<file path="src/rtl/srt_div_pkg.sv">
// Shared types and constants for the SRT divider front/back ends.
package srt_div_pkg;
  localparam int          BIAS  = 127;
  localparam int          SIG_W = 24;
  localparam int          EXP_W = 10;
  localparam logic [31:0] QNAN  = 32'h7FC00000;

  typedef struct packed {
    logic        sign;
    logic [7:0]  exp;
    logic [22:0] frac;
  } ieee754_t;

  typedef enum logic [1:0] {IDLE, NORM, OUT} pre_state_t;

  typedef enum logic [2:0] {CLS_ZERO, CLS_SUB, CLS_NORMAL, CLS_INF, CLS_NAN} op_class_t;

  function automatic op_class_t classify(input ieee754_t x);
    if (x.exp == 8'h00) return (x.frac == '0) ? CLS_ZERO : CLS_SUB;
    if (x.exp == 8'hFF) return (x.frac == '0) ? CLS_INF : CLS_NAN;
    return CLS_NORMAL;
  endfunction
endpackage

</file>
<file path="src/rtl/srt_pre_processing_norm_step.sv">
// One normalization step: shift left by min(NORM_STEP, leading zeros), adjust exponent.
module norm_step
  import srt_div_pkg::*;
#(
  parameter int NORM_STEP = 4
) (
  input  logic [SIG_W-1:0] sig_in,
  input  logic [EXP_W-1:0] exp_in,
  output logic [SIG_W-1:0] sig_out,
  output logic [EXP_W-1:0] exp_out,
  output logic             done
);
  logic [4:0] lz, k;

  always_comb begin
    lz = 5'd24;
    for (int i = 0; i < SIG_W; i++)
      if (sig_in[i]) lz = 5'(SIG_W - 1 - i);
  end

  assign k       = (lz > 5'(NORM_STEP)) ? 5'(NORM_STEP) : lz;
  assign sig_out = sig_in << k;
  assign exp_out = exp_in - {5'd0, k};
  // Reports the state after this step so the FSM can leave NORM on the same edge.
  assign done    = sig_out[SIG_W-1];
endmodule

</file>
<file path="src/rtl/srt_pre_processing.sv">
// SRT divider front end: unpack, classify, normalize subnormals, form sign/exponent.
module srt_pre_processing
  import srt_div_pkg::*;
#(
  parameter int NORM_STEP = 4
) (
  input  logic        clk,
  input  logic        rst,
  input  logic        in_valid,
  output logic        in_ready,
  input  logic [31:0] dividend,
  input  logic [31:0] divisor,
  output logic        out_valid,
  input  logic        out_ready,
  output logic [23:0] mant_a,
  output logic [23:0] mant_b,
  output logic        resultsign,
  output logic [9:0]  current_exponent,
  output logic        special,
  output logic [31:0] special_result,
  output logic        div_by_zero,
  output logic        invalid
);
  localparam logic [EXP_W-1:0] BIAS_X = EXP_W'(BIAS);

  pre_state_t state_q, state_d;
  ieee754_t [1:0] ops;
  op_class_t ca, cb;
  logic [1:0][SIG_W-1:0] sig_unp, sig_q, sig_nx;
  logic [1:0][EXP_W-1:0] exp_unp, exp_q, exp_nx;
  logic [1:0] done;
  logic sgn, sp_hit, sp_inv, sp_dbz;
  logic [31:0] sp_res;

  assign ops = {divisor, dividend};
  assign ca  = classify(ops[0]);
  assign cb  = classify(ops[1]);
  assign sgn = ops[0].sign ^ ops[1].sign;

  // Lane 0 = dividend, lane 1 = divisor.
  for (genvar i = 0; i < 2; i++) begin : g_op
    assign sig_unp[i] = {ops[i].exp != 8'h00, ops[i].frac};
    assign exp_unp[i] = (ops[i].exp == 8'h00) ? EXP_W'(1) : {2'b00, ops[i].exp};
    norm_step #(.NORM_STEP(NORM_STEP)) u_norm (
      .sig_in (sig_q[i]),
      .exp_in (exp_q[i]),
      .sig_out(sig_nx[i]),
      .exp_out(exp_nx[i]),
      .done   (done[i])
    );
  end

  // Special-case priority: invalid, divide-by-zero, infinite dividend, zero quotient.
  always_comb begin
    sp_hit = 1'b1;
    sp_inv = 1'b0;
    sp_dbz = 1'b0;
    sp_res = '0;
    if (ca == CLS_NAN || cb == CLS_NAN || (ca == CLS_ZERO && cb == CLS_ZERO) ||
        (ca == CLS_INF && cb == CLS_INF)) begin
      sp_inv = 1'b1;
      sp_res = QNAN;
    end else if (cb == CLS_ZERO && ca != CLS_INF) begin
      sp_dbz = 1'b1;
      sp_res = {sgn, 8'hFF, 23'h0};
    end else if (ca == CLS_INF) begin
      sp_res = {sgn, 8'hFF, 23'h0};
    end else if (ca == CLS_ZERO || cb == CLS_INF) begin
      sp_res = {sgn, 31'h0};
    end else begin
      sp_hit = 1'b0;
    end
  end

  always_ff @(posedge clk)
    if (rst) state_q <= IDLE;
    else     state_q <= state_d;

  always_comb begin
    state_d = state_q;
    unique case (state_q)
      IDLE: if (in_valid)
              state_d = (sp_hit || (sig_unp[0][SIG_W-1] && sig_unp[1][SIG_W-1])) ? OUT : NORM;
      NORM: if (&done) state_d = OUT;
      OUT:  if (out_ready) state_d = IDLE;
      default: state_d = IDLE;
    endcase
  end

  always_ff @(posedge clk) begin
    if (rst) begin
      sig_q            <= '0;
      exp_q            <= '0;
      current_exponent <= '0;
      resultsign       <= 1'b0;
      special          <= 1'b0;
      special_result   <= '0;
      div_by_zero      <= 1'b0;
      invalid          <= 1'b0;
    end else begin
      unique case (state_q)
        IDLE: if (in_valid) begin
          sig_q            <= sig_unp;
          exp_q            <= exp_unp;
          current_exponent <= exp_unp[0] - exp_unp[1] + BIAS_X;
          resultsign       <= sgn;
          special          <= sp_hit;
          special_result   <= sp_res;
          div_by_zero      <= sp_dbz;
          invalid          <= sp_inv;
        end
        NORM: begin
          sig_q            <= sig_nx;
          exp_q            <= exp_nx;
          current_exponent <= exp_nx[0] - exp_nx[1] + BIAS_X;
        end
        default: ;
      endcase
    end
  end

  assign mant_a    = sig_q[0];
  assign mant_b    = sig_q[1];
  assign in_ready  = (state_q == IDLE);
  assign out_valid = (state_q == OUT);
endmodule

</file>
<file path="config.mk">
export PLATFORM = sky130hd
export DESIGN_NAME = srt_pre_processing
export DESIGN_NICKNAME = d
export VERILOG_FILES = /design/src/rtl/srt_div_pkg.sv /design/src/rtl/srt_pre_processing_norm_step.sv /design/src/rtl/srt_pre_processing.sv
export SDC_FILE = /design/constraint.sdc
export NUM_CORES = 1
export LEC_CHECK = 0
export ABC_AREA = 1
export BUFFER_PORTS_ARGS = -buffer_cell sky130_fd_sc_hd__buf_2
export CAP_MARGIN = 30
export CORE_UTILIZATION = 33
export DETAILED_ROUTE_END_ITERATION = 12
export GPL_TIMING_DRIVEN = 0
export SKIP_CTS_REPAIR_TIMING = 1
export SLEW_MARGIN = 15
export SYNTH_ARGS = -nofsm -noshare
export SYNTH_HDL_FRONTEND = slang
export SYNTH_SLANG_ARGS = --single-unit
</file>
<file path="constraint.sdc">
create_clock -name clk -period 12.2 [get_ports clk]
set_input_delay 3.05 -clock clk [delete_from_list [all_inputs] [get_ports clk]]
set_output_delay 3.05 -clock clk [all_outputs]
set_load 0.01 [all_outputs]
</file>
==> impl_summary.md <==
Critical path
The top fanout value on the critical path is 4. In this run the number of cells on the critical path is 19. The category of the critical setup timing path is primary input to flip-flop.

In this run the critical register-to-register path is launched from mant_b[23]. Data on the critical path arrives at its endpoint at about 6.5 ns. The timing startpoint of the critical path is divisor[27]. The kind of capture point of the worst setup path is a flip-flop. The highest-delay cell along the critical path is fa_1. The largest stage delay on the critical path is between 0.4 and 0.5 ns. Data on the critical path is required at its endpoint by 12.48 ns. The worst reg2reg path endpoint is current_exponent[9]. Walking the worst path, the cells encountered are buf_2 -> nor4_1 -> nand3_1 -> nand2_1 -> ha_1 -> inv_1 -> fa_1 -> a21oi_1 -> o21bai_1 -> nand2_1 -> a21oi_1 -> nor2_1 -> xor2_1 -> nand2_1 -> nor3_1 -> or2_2 -> a21oi_1 -> a211o_1 -> a21oi_1.

Across all register-to-register paths, the minimum setup slack is approximately 6.4 ns. The number of cells on the worst reg-to-reg path is 28. The worst setup path is launched from a primary input. By instance count, the cell type seen most on the critical path is a21oi_1.

The kind of cell with the highest combined delay on the critical path is simple AND/OR/NAND/NOR gates. The critical path contains buffers and inverters numbering 2 combined.

Synth
The number of warning messages in the yosys log is 0. Yosys attributes the largest share of cell area to dfxtp_1 (23%), nand2_1 (15%), nand3_1 (7.2%). The average instance in the mapped netlist occupies just over 6 µm². The number of instances in the synthesized netlist is between 1000 and 1500.

Synthesis instantiated 45 different standard cells from the library. The top-area cell type share of the netlist area is a little under a quarter. The number of register bits inferred by synthesis is 86.

In the synthesized netlist the dominant register cell turns out to be dfxtp_1. In this run the cell area of the synthesized design comes to 7386 µm². The cell taking the most area after synthesis is dfxtp_1.

The number of flops mapped to enable cells by yosys is 0. The portion of the post-synthesis area used by sequential elements is 23.31%. After synthesis, the share of flip-flops with an asynchronous set or reset is 0%.

Place
The pre-CTS setup slack is 5.663 ns. The routability-driven placement congestion ratio is 0.9538. The count of input and output buffers is 140. The HPWL after detailed placement is approximately 22 mm.

Clocking
The maximum level of the CTS H-tree is 3. Counting along the longest clock path gives a buffer depth of 2. The clock drives 86 sinks. TritonCTS built the clock tree. After clock tree synthesis, the clock-pin slew on the worst setup and hold paths is roughly 0.07 ns. The clock insertion delay at the later pin of the skew report is about 0.36 ns. Clock tree synthesis selected as its root buffer the cell clkbuf_16. In this run, CTS created clock tree buffers numbering 9.

Timing
The time the worst path needs with I/O delays and setup is slightly above 6 ns. The worst path uses between 50 and 60% of the clock period. The final number of hold-violating endpoints was 0. Setup violations remaining at the end of the flow were counted as 0. The slew at the pin closest to its max-slew limit is slightly below 0.9 ns.

The total negative slack is 0 ns. Setup repair after global routing left no endpoint under its margin. The upper clock frequency limit is between 150 and 200 MHz.

The worst path meets setup with 5.994 ns of slack. The worst-case headroom to the max-slew limit is between 40% and 50%. The number of slew-limit violations in the final report is 0. On the final layout, the worst clock skew is 0.01206 ns.

Route
The remaining number of nets flagged by the antenna check after routing is 0. In the routed layout, each cell is associated on average with a via count of 5.214. After detailed routing, the average wire length per cell comes to between 15 and 20 µm. The initial DRC count is roughly 660. The number of iterations in the first detailed-routing pass is 5. The overall routed net length is around 28 mm.

The final route contains between 8000 and 9000 vias. For this run, design rule violations remaining after detail routing come to 0.

Floorplan
During I/O placement, the number of pins put on the boundary was approximately 160. The die covers 22980 µm². The area of the core is about 22000 µm². The floorplan row count is 54. The die is roughly 150 µm wide.

Once the floorplan was initialized, standard cells occupied between 30% and 40% of the core. The die is 151.6 µm tall.

Finish
The fraction of final layout cells sized beyond drive strength 1 is 15.92%. 0 antenna diodes ended up in the layout. The layout overhead on the synthesized area is 19.65%.

The post-layout net count is 1485.

Global route
The wire length of the first global-routing pass is 42.37 mm. Entering global routing, the biggest net connects 16 pins. After global routing the overflow that remains totals 0. The initial antenna violation count is 0.

The via count of the first global-routing pass is a little under 8000. Global routing consumed, over all layers together, 24.42% of the routing resources.

Min path
The hold path depth is 2. The type of the tightest min-delay check is flip-flop to flip-flop. The startpoint identified for the worst hold timing path is current_exponent[9]. The sink of the worst hold path is current_exponent[9].

Power
The total power divided by cell area is between 150 and 200 nW/µm². For this design the static power due to leakage is 0.004370 µW. VDD sags by at most 90.12 µV. Overall power consumption after layout is estimated at 1593 µW.

Run status
The run finished with clean final reports.

Job
The max-cap check violation count is 0.
-- worst register-to-register path, delay by kind of cell, from the launching register on --
kind                     cells  cell delay, ns
XOR/XNOR                     3            0.54
flip-flops                   1            0.42
buffers and inverters        5            0.92
adder cells (fa/ha/maj)      4            1.26
AO/OA/AOI/OAI                5            0.96
AND/OR/NAND/NOR             11            1.60
-- cells by family (layout without fill, tap and decap cells) --
family	after synthesis	after routing	share of synthesized area (%)
adder cells (fa/ha/maj)	40	40	7.183
flip-flops	86	86	23.31
XOR/XNOR	29	29	3.439
AND/OR/NAND/NOR	560	560	33.42
buffers and inverters	236	392	14.21
AO/OA/AOI/OAI	249	249	18.33
other	2	26	0.1017
-- worst max path at each step --
| stage | endpoint | slack (ns) |
|---|---|---|
| after CTS | current_exponent[9] | 6.03 |
| after detailed placement | current_exponent[9] | 5.66 |
| after floorplan | current_exponent[9] | 6.53 |
| after global placement | current_exponent[9] | 5.65 |
| final | current_exponent[9] | 5.99 |
| after global routing | current_exponent[9] | 5.75 |
-- report_power, final --
| group | leakage (µW) | internal, µW | switching [µW] |
|---|---|---|---|
| registers | 0.000710 | 322 | 40.4 |
| clock network | 0.000145 | 166 | 132 |
| logic | 0.00352 | 333 | 600 |
-- state kept, by name, indices dropped and copies added, names as in the netlist --
| name | cells |
|---|---|
| mant_a | 24 |
| mant_b | 24 |
| exp_q | 20 |
| current_exponent | 10 |
| special_result | 3 |
| state_q | 2 |
| div_by_zero | 1 |
| resultsign | 1 |
| special | 1 |
-- cell type report --
type / instances / area [µm²]
Buffer: 95 / 520.5
Multi-Input combinational cell: 904 / 4705
Inverter: 141 / 529.3
Clock inverter: 6 / 71.32
Clock buffer: 10 / 239.0
Timing Repair Buffer: 140 / 700.7
Sequential cell: 86 / 1722
Fill cell: 2475 / 13050
Tap cell: 280 / 350.3
-- Yosys cell counts (3+ instances only) --
cell / instances
nand4_1: 31
buf_4: 30
clkinv_1: 3
xnor2_1: 6
a211o_1: 3
nand3b_1: 3
nor4_1: 11
inv_2: 4
xor2_1: 23
buf_1: 4
o22ai_1: 7
o211ai_1: 7
nor2_1: 80
dfxtp_1: 86
fa_1: 4
buf_6: 6
a21oi_1: 102
nor3_1: 10
a211oi_1: 4
nand4_2: 3
or4_1: 4
clkbuf_1: 50
inv_1: 134
buf_2: 5
or2_2: 5
nand3_1: 106
o21bai_1: 4
ha_1: 36
a31oi_1: 11
o21ai_0: 90
nand2_1: 299
o21ai_1: 12
-- through the flow --
stage / hold WS (ns) / utilization (%) / cell area, µm² / instances
floorplan: 0.4578 / - / 7476 / 1226
global placement: 0.4595 / 38.95 / 8527 / 1646
detailed placement: 0.4575 / 38.95 / 8527 / 1646
CTS: 0.4697 / 40.37 / 8837 / 1662
global route: 0.4981 / 40.37 / 8837 / 1662
finish: 0.4671 / 40.37 / 8837 / 1662
-- metal layers --
metal	up-vias	part of all wire, %	track usage, %
met5	-	0	0
met4	0	3.6	9.752
met3	61	8.9	4.790
met2	397	44	38.86
met1	3928	43	32.21
li1	4280	-	-
-- cell usage in the layout, fill, tap and decap left out, drive strengths merged, types with 5 or more instances in the layout --
cell    instances
conb           26
o22ai           7
nand2         302
o21ai         104
buf           185
ha             36
xor2           23
a31oi          11
nor2           80
a21oi         104
xnor2           6
inv           138
nand3         109
or2             5
clkinv          6
nor3           10
nor4           11
dfxtp          86
o211ai          7
clkbuf         60
nand4          34
a211oi          5
Power figures use the tool's default switching activity.
